**src/rtl/lc_scan_scheduler.sv**
```systemverilog
// lc_scan_scheduler: scan-side link-controller scheduler.
// Turns page-scan / inquiry-scan enable and cancel oneshots plus the
// interval/window slot registers into mutually exclusive scan windows.
// It yields to an active connection and hands over to RESP on an
// access-code hit.
// Optional build macro: SCAN_INTERLACE_EN. When defined, a window whose
// interlace request is set at window start runs for twice its length.
module lc_scan_scheduler #(
   parameter int SLOT_CLKS = 3750,
   parameter int CNT_W     = 16
) (
   input  logic             clk_6M,
   input  logic             rstz,
   input  logic             regi_PageScanEnable_oneshot,
   input  logic             regi_PageScanCancel_oneshot,
   input  logic             regi_InquiryScanEnable_oneshot,
   input  logic             regi_InquiryScanCancel_oneshot,
   input  logic [CNT_W-1:0] regi_Tpsinterval,
   input  logic [CNT_W-1:0] regi_Tpswindow,
   input  logic [CNT_W-1:0] regi_Tisinterval,
   input  logic [CNT_W-1:0] regi_Tiswindow,
   input  logic             regi_psinterlace,
   input  logic             regi_isinterlace,
   input  logic             conn_busy,
   input  logic             rx_hit_p,
   input  logic             resp_done_p,
   output logic             slot_p,
   output logic             pagescan_en,
   output logic             inquiryscan_en,
   output logic             ps_start_p,
   output logic             is_start_p,
   output logic             scan_resp_p,
   output logic             resp_is_inquiry,
   output logic             interlace_phase,
   output logic [1:0]       scan_state
);

   typedef enum logic [1:0] {
      ST_IDLE   = 2'd0,
      ST_PS_WIN = 2'd1,
      ST_IS_WIN = 2'd2,
      ST_RESP   = 2'd3
   } state_t;

   localparam int PS      = 0;
   localparam int IS      = 1;
   localparam int CW      = CNT_W + 1;   // window count holds up to 2x window
   localparam int PRESC_W = (SLOT_CLKS > 1) ? $clog2(SLOT_CLKS) : 1;
   localparam logic [PRESC_W-1:0] PRESC_LAST = PRESC_W'(SLOT_CLKS - 1);

   state_t            state_reg, state_next;
   logic [PRESC_W-1:0] presc_reg;
   logic              slot_tick;
   logic [CW-1:0]     win_cnt_reg, win_cnt_next;
   logic              resp_inq_reg, resp_inq_next;
   logic              ps_start_reg, is_start_reg, resp_p_reg;
   logic              resp_enter;
   logic [1:0]        en_p, cancel_p, scan_pend, win_start;
   logic              ps_go, is_go, active_cancel, win_end, ilace_act;
   logic [CW-1:0]     ps_win_base, is_win_base, win_base, win_total, win_last;

   // Free-running slot prescaler; slot_p marks the last clock of each slot
   always_ff @(posedge clk_6M) begin
      if (!rstz)
         presc_reg <= '0;
      else if (presc_reg == PRESC_LAST)
         presc_reg <= '0;
      else
         presc_reg <= presc_reg + 1'b1;
   end

   assign slot_tick = (presc_reg == PRESC_LAST);
   assign slot_p    = slot_tick;

   assign en_p     = {regi_InquiryScanEnable_oneshot, regi_PageScanEnable_oneshot};
   assign cancel_p = {regi_InquiryScanCancel_oneshot, regi_PageScanCancel_oneshot};

   generate
      for (genvar gi = 0; gi < 2; gi++) begin : g_scan
         logic             flag_reg;
         logic             pend_reg;
         logic [CNT_W-1:0] ivl_cnt_reg;
         logic [CNT_W-1:0] ivl_sel;
         logic [CNT_W-1:0] ivl_last;
         logic             expire;

         assign ivl_sel  = (gi == PS) ? regi_Tpsinterval : regi_Tisinterval;
         // interval 0 behaves like interval 1
         assign ivl_last = (ivl_sel == '0) ? '0 : ivl_sel - 1'b1;
         assign expire   = flag_reg & slot_tick & (ivl_cnt_reg >= ivl_last);

         // Enable flag, interval counter and single-bit pending request.
         // A fresh expiry outranks the clear from a window start, so
         // back-to-back windows keep flowing when window >= interval.
         always_ff @(posedge clk_6M) begin
            if (!rstz) begin
               flag_reg    <= 1'b0;
               pend_reg    <= 1'b0;
               ivl_cnt_reg <= '0;
            end else if (cancel_p[gi]) begin
               flag_reg <= 1'b0;
               pend_reg <= 1'b0;
            end else if (en_p[gi] && !flag_reg) begin
               flag_reg    <= 1'b1;
               pend_reg    <= 1'b1;
               ivl_cnt_reg <= '0;
            end else begin
               if (flag_reg && slot_tick)
                  ivl_cnt_reg <= expire ? '0 : ivl_cnt_reg + 1'b1;
               if (expire)
                  pend_reg <= 1'b1;
               else if (win_start[gi])
                  pend_reg <= 1'b0;
            end
         end

         assign scan_pend[gi] = pend_reg;
      end
   endgenerate

   // a window may only be granted to a request that is not being cancelled
   assign ps_go = scan_pend[PS] & ~cancel_p[PS] & ~conn_busy;
   assign is_go = scan_pend[IS] & ~cancel_p[IS] & ~conn_busy;
   assign active_cancel = (state_reg == ST_PS_WIN) ? cancel_p[PS] : cancel_p[IS];

   // window 0 behaves like window 1; interlace doubles the length
   assign ps_win_base = (regi_Tpswindow == '0) ? CW'(1) : {1'b0, regi_Tpswindow};
   assign is_win_base = (regi_Tiswindow == '0) ? CW'(1) : {1'b0, regi_Tiswindow};
   assign win_base    = (state_reg == ST_IS_WIN) ? is_win_base : ps_win_base;
   assign win_total   = ilace_act ? {win_base[CW-2:0], 1'b0} : win_base;
   assign win_last    = win_total - 1'b1;
   assign win_end     = (win_cnt_reg >= win_last);

   // Next-state logic: slot-boundary arbitration plus any-cycle cancel/hit/done
   always_comb begin
      state_next    = state_reg;
      win_cnt_next  = win_cnt_reg;
      win_start     = 2'b00;
      resp_enter    = 1'b0;
      resp_inq_next = resp_inq_reg;
      case (state_reg)
         ST_IDLE: begin
            if (slot_tick) begin
               if (ps_go) begin
                  state_next    = ST_PS_WIN;
                  win_cnt_next  = '0;
                  win_start[PS] = 1'b1;
               end else if (is_go) begin
                  state_next    = ST_IS_WIN;
                  win_cnt_next  = '0;
                  win_start[IS] = 1'b1;
               end
            end
         end
         ST_PS_WIN, ST_IS_WIN: begin
            // cancel of the running type outranks a same-cycle hit
            if (active_cancel) begin
               state_next = ST_IDLE;
            end else if (rx_hit_p) begin
               state_next    = ST_RESP;
               resp_enter    = 1'b1;
               resp_inq_next = (state_reg == ST_IS_WIN);
            end else if (slot_tick) begin
               if (conn_busy) begin
                  state_next = ST_IDLE;
               end else if (win_end) begin
                  // re-arbitrate at the boundary: no idle slot in between
                  if (ps_go) begin
                     state_next    = ST_PS_WIN;
                     win_cnt_next  = '0;
                     win_start[PS] = 1'b1;
                  end else if (is_go) begin
                     state_next    = ST_IS_WIN;
                     win_cnt_next  = '0;
                     win_start[IS] = 1'b1;
                  end else begin
                     state_next = ST_IDLE;
                  end
               end else begin
                  win_cnt_next = win_cnt_reg + 1'b1;
               end
            end
         end
         ST_RESP: begin
            if (resp_done_p) begin
               state_next    = ST_IDLE;
               resp_inq_next = 1'b0;
            end
         end
         default: state_next = ST_IDLE;
      endcase
   end

   // State register and registered start/response pulses
   always_ff @(posedge clk_6M) begin
      if (!rstz) begin
         state_reg    <= ST_IDLE;
         win_cnt_reg  <= '0;
         resp_inq_reg <= 1'b0;
         ps_start_reg <= 1'b0;
         is_start_reg <= 1'b0;
         resp_p_reg   <= 1'b0;
      end else begin
         state_reg    <= state_next;
         win_cnt_reg  <= win_cnt_next;
         resp_inq_reg <= resp_inq_next;
         ps_start_reg <= win_start[PS];
         is_start_reg <= win_start[IS];
         resp_p_reg   <= resp_enter;
      end
   end

`ifdef SCAN_INTERLACE_EN
   logic ilace_reg;

   // Latch the interlace request of the window being started
   always_ff @(posedge clk_6M) begin
      if (!rstz)
         ilace_reg <= 1'b0;
      else if (win_start[PS])
         ilace_reg <= regi_psinterlace;
      else if (win_start[IS])
         ilace_reg <= regi_isinterlace;
   end

   assign ilace_act       = ilace_reg;
   assign interlace_phase = ilace_reg
                            & ((state_reg == ST_PS_WIN) || (state_reg == ST_IS_WIN))
                            & (win_cnt_reg >= win_base);
`else
   logic unused_interlace;

   assign unused_interlace = regi_psinterlace ^ regi_isinterlace;
   assign ilace_act        = 1'b0;
   assign interlace_phase  = 1'b0;
`endif

   assign scan_state      = state_reg;
   assign pagescan_en     = (state_reg == ST_PS_WIN);
   assign inquiryscan_en  = (state_reg == ST_IS_WIN);
   assign ps_start_p      = ps_start_reg;
   assign is_start_p      = is_start_reg;
   assign scan_resp_p     = resp_p_reg;
   assign resp_is_inquiry = resp_inq_reg;

endmodule

```
**config.mk**
```make
export PLATFORM = sky130hd
export DESIGN_NAME = lc_scan_scheduler
export DESIGN_NICKNAME = d
export VERILOG_FILES = /design/src/rtl/lc_scan_scheduler.sv
export SDC_FILE = /design/constraint.sdc
export NUM_CORES = 1
export LEC_CHECK = 0
export BUFFER_PORTS_ARGS = -buffer_cell sky130_fd_sc_hd__buf_2
export CELL_PAD_IN_SITES_DETAIL_PLACEMENT = 0
export CELL_PAD_IN_SITES_GLOBAL_PLACEMENT = 1
export CORE_MARGIN = 8
export CORE_UTILIZATION = 43
export DETAILED_ROUTE_END_ITERATION = 8
export PLACE_DENSITY = 0.84
export SLEW_MARGIN = 20
export SYNTH_ARGS = -nofsm -noshare
export SYNTH_HDL_FRONTEND = slang
export SYNTH_SLANG_ARGS = --single-unit
export TNS_END_PERCENT = 5
```
**constraint.sdc**
```tcl
create_clock -name clk_6M -period 5.9 [get_ports clk_6M]
set_input_delay 0.59 -clock clk_6M [delete_from_list [all_inputs] [get_ports clk_6M]]
set_output_delay 0.59 -clock clk_6M [all_outputs]
set_load 0.05 [all_outputs]
```
==> impl_metrics.yaml <==
outcome:
  outcome: "completed"
place:
  dp_hpwl_um: 11500
  pre_cts_ws_ps: 8.35
  portBuffers: 81
  gp_congestion: 0.821
grt:
  grt_use_total: 0.164
  grt-ovfl-total: 0
  grt_pass1_wl_um: 24500
  grt_max_degree: 20
  antenna_found_initial: 0
  grt_pass1_vias: 5316
routing:
  drt-pass1-iter-count: 4
  ant_nets: 0
  wirelength_um: 14200
  avgRoutedWirePerCell_um: 14.2
  drt_iter0_markers: 292
  drc_errors: 0
  vias_per_cell: 5.48
  num_vias: 5479
worst_setup_path:
  critPathMaxFanout: 11
  rr_startpoint: "scan_state[0]$_SDFFE_PN0P_"
  rr_endpoint: "win_cnt_reg[15]$_SDFFE_PN0P_"
  rrSetupSlack_ps: 680
  cp.arrival_ps: 5550
  critPathRequiredTime_ps: 6140
  crit_path_end_kind: "flop"
  rr_worst_depth: 21
  path_class: "in -> reg"
  cp_slowest_stage_delay_ps: 510
  start_kind: "input pin"
  worstPathCellList: "buf_2 -> or4_1 -> nor4_1 -> nand4_1 -> a32oi_1 -> inv_1 -> ha_1 -> o211ai_1 -> or2_1 -> nor4b_2 -> o21a_1 -> a221oi_1 -> ha_1 -> and2_1 -> a221o_1 -> a21oi_1 -> and3_1 -> nand4_1 -> buf_4 -> or2_2 -> o31ai_1"
  crit_slowest_cell: "or4_1"
finish:
  final_util: 0.501
  largest_reg_flops: 32
  mostFrequentLayoutCells: "nor2_1 (89), buf_2 (81), dfxtp_1 (71)"
  regArea_um2: 1420
  layout_commonest_cell: "nor2_1"
  area_growth_pct: 15.1
  multi_input_area_um2: 4120
  nets: 956
  drive_above_1_share: 0.143
  fill_cells: 1340
  num_antenna_cells: 0
yosys:
  async_reset_ff_frac: 0
  ys_ff_latch: 71
  synthCells: 739
  avgSynthCellArea_um2: 7.74
  synth_cell_types: 62
  seq_area_frac_synth: 0.249
  synth_nets: 875
  synth_edf_count: 0
  synth_ff_type: "dfxtp_1"
  ys_warn_count: 0
  synthesis.area_um2: 5720
worst_hold_path:
  hold_class: "reg -> reg"
  min_to: "presc_reg[0]$_SDFF_PP0_"
  min_from: "presc_reg[0]$_SDFF_PP0_"
  hold_depth: 1
clock_network:
  cts-root-buf: "clkbuf_16"
  cts_buffer_depth: 2
  clk-insertion-delay-late_ps: 330
  cts_tree: "yes"
  cts_htree_levels: 3
  numCtsBuffers: 9
  cts_sinks: 71
  post_cts_buffers: 0
  clk_pin_slew_ps: 50
  ctsResizeCount: 0
  ctsHoldBuffers: 0
timing:
  rsz0062_at_grt: "false"
  min_period_ps: 5310
  finalCritPeriodShare: 0.899
  layout_setup_ws_ps: 594
  tightest_slew_ps: 958
  setup_tns_ps: 0
  slew_headroom: 0.352
  slew_viol_final: 0
  setup_violations: 0
  skew_ps: 6.92
  timing_hold_violations_final: 0
  max_freq_ghz: 0.188
power:
  p_leak_nw: 2.78
  ir_worst_vdd_mv: 0.165
  pwr_density_cell_nw_per_um2: 190
floorplan:
  die_w_um: 131
  dieHeight_um: 131
  boundaryPins: 85
  core_area_um2: 13100
  initial_utilization: 0.435
  num_rows: 42
  die-area_um2: 17200
flow_run:
  cap_viol_max_count: 0
-- kinds of logic (layout without fill, tap and decap cells) --
kind of cell,Yosys count,in the layout,share of synthesized area
XOR/XNOR,70,70,0.107
adder cells (fa/ha/maj),61,61,0.134
flip-flops,71,71,0.249
AND/OR/NAND/NOR,348,348,0.315
AO/OA/AOI/OAI,126,126,0.134
multiplexers,17,17,0.0302
other,1,1,0.000656
buffers and inverters,45,130,0.0313
-- worst max path at each step --
stage / depth (start not counted) / endpoint / slack, ps / startpoint
2_1_floorplan: 22 / win_cnt_reg[3]$_SDFFE_PN0P_ / 150 / scan_state[1]$_SDFFE_PN0P_
3_3_place_gp: 20 / win_cnt_reg[15]$_SDFFE_PN0P_ / 190 / regi_Tiswindow[7]
3_5_place_dp: 20 / win_cnt_reg[6]$_SDFFE_PN0P_ / 8 / regi_Tiswindow[7]
4_1_cts: 20 / win_cnt_reg[6]$_SDFFE_PN0P_ / 360 / regi_Tiswindow[7]
5_1_grt: 20 / g_scan[1].pend_reg$_SDFFE_PP0P_ / 120 / regi_Tiswindow[7]
6_report: 21 / win_cnt_reg[15]$_SDFFE_PN0P_ / 590 / regi_Tiswindow[7]
-- layer usage --
| layer | vias up | track usage | routed length, um |
|---|---|---|---|
| met5 | - | 0 | 0 |
| met4 | 0 | 0.0523 | 201 |
| met3 | 17 | 0.0408 | 797 |
| met2 | 113 | 0.261 | 6150 |
| met1 | 2526 | 0.213 | 7050 |
| li1 | 2823 | - | - |
-- where the power goes --
group          internal, W  switching [W]
sequential        0.000488      0.0000105
clock             0.000280       0.000198
combinational     0.000109       0.000163
total             0.000878       0.000372
-- Yosys cell counts, drive strengths merged, types with 2 or more instances --
cell,instances,area (um^2)
inv,28,105
o21a,5,37.5
clkbuf,10,37.5
or2,3,18.8
nand4,13,81.3
dfxtp,71,1420
nand3,34,170
a21oi,37,185
nand2b,15,93.8
nor2,89,334
a31oi,4,25.0
a21o,5,37.5
a2111oi,4,41.3
o211ai,2,15.0
nor4b,2,23.8
mux2i,15,150
a41oi,2,17.5
and4b,2,20.0
and3,18,113
a221oi,2,17.5
ha,61,763
and4,5,43.8
xor2,45,394
nand2,68,258
a211oi,2,15.0
a221o,2,20.0
nor4,14,124
o31ai,5,37.5
nor3b,6,45.0
and2,5,31.3
mux2,2,22.5
or4,8,67.6
nor3,40,205
or3,15,98.8
xnor2,25,219
o21ai,47,235
buf,7,36.3
nor2b,9,56.3
-- metrics by stage --
stage	instances	hold WS (ps)	cell area, um^2	power (W)
6_report	1000	466	6580	0.00125
3_5_place_dp	985	461	6310	0.000778
2_1_floorplan	739	430	5720	0.000690
5_1_grt	1000	480	6580	0.00132
3_3_place_gp	985	441	6310	0.000768
4_1_cts	1000	472	6570	0.00126
-- worst max-delay path: cells and delay by family --
kind	cells	cell delay, ps
buf+inv	3	430
simple gates	9	2170
fa+ha+maj	2	560
compound gates	7	1810
-- layout make-up --
type / instances / share of cell area
Multi-Input combinational cell: 623 / 0.627
Inverter: 28 / 0.0160
Clock inverter: 4 / 0.00361
Timing Repair Buffer: 87 / 0.0685
Sequential cell: 71 / 0.216
Clock buffer: 11 / 0.0354
Tap cell: 176 / 0.0335
Note: power is estimated with default switching activity, not from simulation.
